$ cat src/rtl/pwm_modulator_if.sv
// Sample/flag bundle between an audio sample source and the PWM modulator.
// The source drives the master side, and the modulator uses the slave side.
interface pwm_modulator_if;
    logic [15:0] sample_in;
    logic        sample_rdy;
    logic        flags_clr;
    logic        pwm_out;
    logic        sample_ready;
    logic        overflow;
    logic        underrun;

    modport master (
        output sample_in, sample_rdy, flags_clr,
        input  pwm_out, sample_ready, overflow, underrun
    );

    modport slave (
        input  sample_in, sample_rdy, flags_clr,
        output pwm_out, sample_ready, overflow, underrun
    );
endinterface

$ cat src/rtl/pwm_modulator.sv
// PWM modulator: 16-bit two's-complement samples go through a small FIFO into a one-period duty register.
// Optional macro PWM_UNDERRUN_MUTE_EN: on underrun, load midscale duty instead of repeating the last sample.
module pwm_modulator #(
    parameter int PERIOD_BITS = 8,
    parameter int FIFO_DEPTH  = 4
) (
    input  logic             clk,
    input  logic             rst,
    pwm_modulator_if.slave   bus
);
    localparam int AW = $clog2(FIFO_DEPTH);
    localparam logic [PERIOD_BITS-1:0] CNT_MAX = '1;
    localparam logic [PERIOD_BITS-1:0] DUTY_MID = {1'b1, {(PERIOD_BITS-1){1'b0}}};

    typedef enum logic {IDLE, RUN} state_t;

    state_t                  state_reg, state_next;
    logic [PERIOD_BITS-1:0]  cnt_reg, cnt_next;
    logic [PERIOD_BITS-1:0]  duty_reg, duty_next;
    logic [AW:0]             wr_ptr_reg, rd_ptr_reg;
    logic                    overflow_reg, overflow_next;
    logic                    underrun_reg, underrun_next;
    logic [15:0]             fifo_mem [FIFO_DEPTH];

    logic                    fifo_empty, fifo_full;
    logic                    pop, push, drop, underrun_set;
    logic [15:0]             head_sample;
    logic [PERIOD_BITS-1:0]  head_duty;
    logic [15-PERIOD_BITS:0] unused_head_lsbs;

    assign fifo_empty = (wr_ptr_reg == rd_ptr_reg);
    assign fifo_full  = (wr_ptr_reg[AW] != rd_ptr_reg[AW]) &&
                        (wr_ptr_reg[AW-1:0] == rd_ptr_reg[AW-1:0]);

    // Offset-binary conversion: flip the sign bit and keep the top PERIOD_BITS bits.
    assign head_sample      = fifo_mem[rd_ptr_reg[AW-1:0]];
    assign head_duty        = {~head_sample[15], head_sample[14:16-PERIOD_BITS]};
    assign unused_head_lsbs = head_sample[15-PERIOD_BITS:0];

    always_comb begin
        state_next   = state_reg;
        cnt_next     = cnt_reg;
        duty_next    = duty_reg;
        pop          = 1'b0;
        underrun_set = 1'b0;
        case (state_reg)
            IDLE: begin
                cnt_next = '0;
                if (!fifo_empty) begin
                    pop        = 1'b1;
                    duty_next  = head_duty;
                    state_next = RUN;
                end
            end
            RUN: begin
                cnt_next = cnt_reg + 1'b1;
                if (cnt_reg == CNT_MAX) begin
                    if (!fifo_empty) begin
                        pop       = 1'b1;
                        duty_next = head_duty;
                    end else begin
                        underrun_set = 1'b1;
`ifdef PWM_UNDERRUN_MUTE_EN
                        duty_next = DUTY_MID;
`endif
                    end
                end
            end
            default: state_next = IDLE;
        endcase
    end

    // A pop on the same edge frees a slot, so a strobe into a full FIFO still lands.
    assign push = bus.sample_rdy && (!fifo_full || pop);
    assign drop = bus.sample_rdy && fifo_full && !pop;

    assign overflow_next = drop         | (overflow_reg & ~bus.flags_clr);
    assign underrun_next = underrun_set | (underrun_reg & ~bus.flags_clr);

    always_ff @(posedge clk or posedge rst) begin
        if (rst) begin
            state_reg    <= IDLE;
            cnt_reg      <= '0;
            duty_reg     <= '0;
            wr_ptr_reg   <= '0;
            rd_ptr_reg   <= '0;
            overflow_reg <= 1'b0;
            underrun_reg <= 1'b0;
        end else begin
            state_reg    <= state_next;
            cnt_reg      <= cnt_next;
            duty_reg     <= duty_next;
            overflow_reg <= overflow_next;
            underrun_reg <= underrun_next;
            if (push) wr_ptr_reg <= wr_ptr_reg + 1'b1;
            if (pop)  rd_ptr_reg <= rd_ptr_reg + 1'b1;
        end
    end

    always_ff @(posedge clk) begin
        if (push) fifo_mem[wr_ptr_reg[AW-1:0]] <= bus.sample_in;
    end

    assign bus.pwm_out      = (state_reg == RUN) && (cnt_reg < duty_reg);
    assign bus.sample_ready = !fifo_full;
    assign bus.overflow     = overflow_reg;
    assign bus.underrun     = underrun_reg;
endmodule

$ cat src/flat_wrapper.sv
// flat-port wrapper written by rule: the top's interface ports become plain ports
module pwm_modulator_flat 
#(
    parameter int PERIOD_BITS = 8,
    parameter int FIFO_DEPTH  = 4
)
  (clk, rst, bus_sample_in, bus_sample_rdy, bus_flags_clr, bus_pwm_out, bus_sample_ready, bus_overflow, bus_underrun);
  pwm_modulator_if bus_i ();
  input  logic clk;
  input  logic rst;
  input wire logic [$bits(bus_i.sample_in)-1:0] bus_sample_in;
  input wire logic [$bits(bus_i.sample_rdy)-1:0] bus_sample_rdy;
  input wire logic [$bits(bus_i.flags_clr)-1:0] bus_flags_clr;
  output wire logic [$bits(bus_i.pwm_out)-1:0] bus_pwm_out;
  output wire logic [$bits(bus_i.sample_ready)-1:0] bus_sample_ready;
  output wire logic [$bits(bus_i.overflow)-1:0] bus_overflow;
  output wire logic [$bits(bus_i.underrun)-1:0] bus_underrun;
  assign bus_i.sample_in = bus_sample_in;
  assign bus_i.sample_rdy = bus_sample_rdy;
  assign bus_i.flags_clr = bus_flags_clr;
  assign bus_pwm_out = bus_i.pwm_out;
  assign bus_sample_ready = bus_i.sample_ready;
  assign bus_overflow = bus_i.overflow;
  assign bus_underrun = bus_i.underrun;
  pwm_modulator #(.PERIOD_BITS(PERIOD_BITS), .FIFO_DEPTH(FIFO_DEPTH)) u_core (.clk(clk), .rst(rst), .bus(bus_i));
endmodule
$ cat config.mk
export PLATFORM = sky130hd
export DESIGN_NAME = pwm_modulator_flat
export DESIGN_NICKNAME = d
export VERILOG_FILES = /design/src/rtl/pwm_modulator_if.sv /design/src/rtl/pwm_modulator.sv /design/src/flat_wrapper.sv
export SDC_FILE = /design/constraint.sdc
export NUM_CORES = 1
export LEC_CHECK = 0
export BUFFER_PORTS_ARGS = -buffer_cell sky130_fd_sc_hd__buf_2
export CORE_ASPECT_RATIO = 0.75
export CORE_UTILIZATION = 41
export DETAILED_ROUTE_END_ITERATION = 12
export PLACE_DENSITY_LB_ADDON = 0.08
export SYNTH_ARGS = -nofsm -noshare
export SYNTH_HDL_FRONTEND = slang
export SYNTH_SLANG_ARGS = --single-unit
$ cat constraint.sdc
create_clock -name clk -period 1.8 [get_ports clk]
set_input_delay 0.36 -clock clk [delete_from_list [all_inputs] [get_ports clk]]
set_output_delay 0.36 -clock clk [all_outputs]
set_load 0.05 [all_outputs]
==> flow_summary.ini <==
[timing]
finalCritPeriodShare = 1.167
whs_ns = 0.07039
skew_ns = 0.006620
slew_headroom = 0.7850
finalSetupViolations = 1
rsz0062_at_grt = true
fmax_ghz = 0.4760
hold_viol_final = 0
maxSlewViolCount = 0
worst_slack_ns = -0.3008
fin_crit_ns = 2.101
tightest_slew_ns = 0.3224

[global_routing]
antenna_found_initial = 0
grt_pass1_vias = 1546
grt.overflow.total = 0
grt_pass1_wl_mm = 7.507
grt_max_degree = 26
grt.total_usage = 0.1602

[clock_network]
cts_root_buf = clkbuf_8
cts_made_buffers = 9
clk_latency_ns = 0.33
clk_pin_slew_ns = 0.06
h-tree-depth = 3
cts_num_sinks = 57
cts_tree = yes
holdBufCountCts = 0
clk_path_buf_depth = 2

[routing]
antenna_left = 0
viasPerCell = 4.938
route.vias.total = 1427
post-route-drc-count = 0
avgRoutedWirePerCell_um = 15.18
first_pass_iters = 4
wl_met2_mm = 2.145
met1_length_mm = 2.010
drt_iter0_drc = 85
top_layer_used = met4
drt_wl_total_mm = 4.386
wl_met3_um = 169

[critical_path]
r2r-start = u_core.cnt_reg[1]
cp_cell_sequence = inv_2, ha_4, a21oi_2, nand2_1, a41o_1, a31oi_4, buf_6
crit_slowest_cell = dfrtp_1
rr_worst_depth = 6
cp-start-kind = flop
max_stage_delay_ns = 0.39
critPathKind = reg -> out
crit_path_end = bus_pwm_out
endpoint_kind = output pin
cp.required_ns = 1.44
cp-startpoint = u_core.duty_reg[5]
r2r_setup_slack_ns = 0.02
arrival_ns = 1.74
timing.rr.end = u_core.fifo_mem[1][11]
crit_fanout = 3

[final_layout]
final_area_sq_um = 3162
layout_commonest_cell = edfxtp_1
area_growth_pct = 24.73
fin_nets = 240
final_cells = 289
num-fill-cells = 511
final_cell_mix = 32 x edfxtp_1, 24 x dfrtp_1, 18 x buf_4
n_antenna_cell = 0
drive_gt1_frac = 0.3697
largest_reg_flops = 32

[logic_synthesis]
synthArstFlopShare = 0.4386
synth_edf_count = 32
yosys_warnings = 0
avgSynthCellArea_sq_um = 15.74
synth_area_sq_um = 2535
synth-seq-area-share = 0.6259
synth_top_area_frac = 0.3791
synthFlopType = edfxtp_1
syn_nets = 194
syn-instance-count = 161
synth_area_leaders = edfxtp_1 38%, dfrtp_1 25%, ha_1 6.4%
synth_largest_area_cell = edfxtp_1
synth_seq_cells = 57
synth_cell_types = 39

[floorplan]
fp.dieArea_sq_um = 6504
start_util = 0.4307
die_y_um = 70.10
fp-row-count = 24
die_w_um = 92.80
ios = 24
coreArea_sq_um = 5886

[placed_design]
routabilityCongestion = 0.7238
place_ws_ns = -0.1390
dpl.hpwl_mm = 3.051
dp.cells = 273
placed_area_sq_um = 2920
io_buffers = 15

[power_and_ir_drop]
pwr-share-comb = 0.387
p_per_area_nw_per_um2 = 1550
pwr-share-seq = 0.392
clockPowerShare = 0.221
power_leakage_nw = 1.307
ir_worst_vdd_mv = 0.7211
p_sw_mw = 1.598
switching_share = 0.3262
p_int_mw = 3.302

[run]
timing.max_cap.violations = 0

[worst_hold_path]
hold_path.class = in -> async

[run_status]
run_status = finished, violations left
violations = setup timing
kinds of logic (layout without fill, tap and decap cells):
group / after synthesis / after routing / synth area share
adders and majority gates: 13 / 13 / 0.06417
xor gates and xnor gates: 11 / 11 / 0.04838
muxes: 18 / 18 / 0.1239
buffers and inverters: 17 / 67 / 0.03109
AOI/OAI and AO/OA: 15 / 15 / 0.03949
DFF: 57 / 57 / 0.6259
and+or+nand+nor: 30 / 30 / 0.06713
critical path, delay by kind of cell, from the launching register on:
| kind | cells | cell delay, ns |
|---|---|---|
| flip-flops | 1 | 0.39 |
| AO/OA/AOI/OAI | 3 | 0.52 |
| adder cells (fa/ha/maj) | 1 | 0.21 |
| AND/OR/NAND/NOR | 1 | 0.06 |
| buffers and inverters | 2 | 0.25 |
through the flow:
step / TNS (ns) / utilization / power, mW
5_1_grt: -2.708 / 0.5372 / 5.252
3_5_place_dp: -0.1390 / 0.4962 / 3.707
2_1_floorplan: -0.02990 / - / 3.103
6_report: -0.3008 / 0.5372 / 4.901
3_3_place_gp: -0.1472 / 0.4962 / 3.659
4_1_cts: -0.3958 / 0.5302 / 4.866
synthesized netlist by cell type (3+ instances only):
master    instances
inv_1            14
dfrtp_1          25
o21ai_0           3
nand3_1           5
and3_1            3
edfxtp_1         32
xnor2_1           6
ha_1             13
nand2_1           5
mux2_2            8
mux4_1            6
nor2_1            5
a21oi_1           4
xor2_1            3
how the worst min path moves through the flow:
stage	slack [ns]	end
2_1_floorplan	0.39	u_core.bus.overflow
3_3_place_gp	0.42	u_core.wr_ptr_reg[1]
3_5_place_dp	0.44	u_core.wr_ptr_reg[1]
4_1_cts	0.07	u_core.wr_ptr_reg[1]
5_1_grt	0.09	u_core.bus.overflow
6_report	0.07	u_core.wr_ptr_reg[1]
timing repair:
item	CTS	global route
gates resized for setup	4	11
buffers inserted	1	0
pin swaps	2	3
endpoints found under the setup margin	1	34
power by group through the flow:
stage / registers, mW / logic (mW) / clock network [mW]
floorplan: 1.96 / 1.14 / 0
global placement: 1.92 / 1.74 / 0
CTS: 1.92 / 1.83 / 1.12
global route: 1.96 / 2.11 / 1.18
finish: 1.92 / 1.90 / 1.08
detailed placement: 1.94 / 1.77 / 0
per-layer routing:
layer,up-vias,global-route usage
met5,-,0
met4,0,0.05641
met3,8,0.06863
met2,19,0.2525
met1,716,0.1972
li1,684,-
final cells by class:
class	count	area (sq um)	area share
Clock buffer	9	123.9	0.03918
Clock inverter	6	50.05	0.01583
Inverter	15	56.30	0.01781
Multi-Input combinational cell	87	949.7	0.3004
Sequential cell	57	1588	0.5022
Tap cell	78	97.59	0.03087
Timing Repair Buffer	37	296.5	0.09379
No activity file was read; power rests on OpenSTA's default activity.
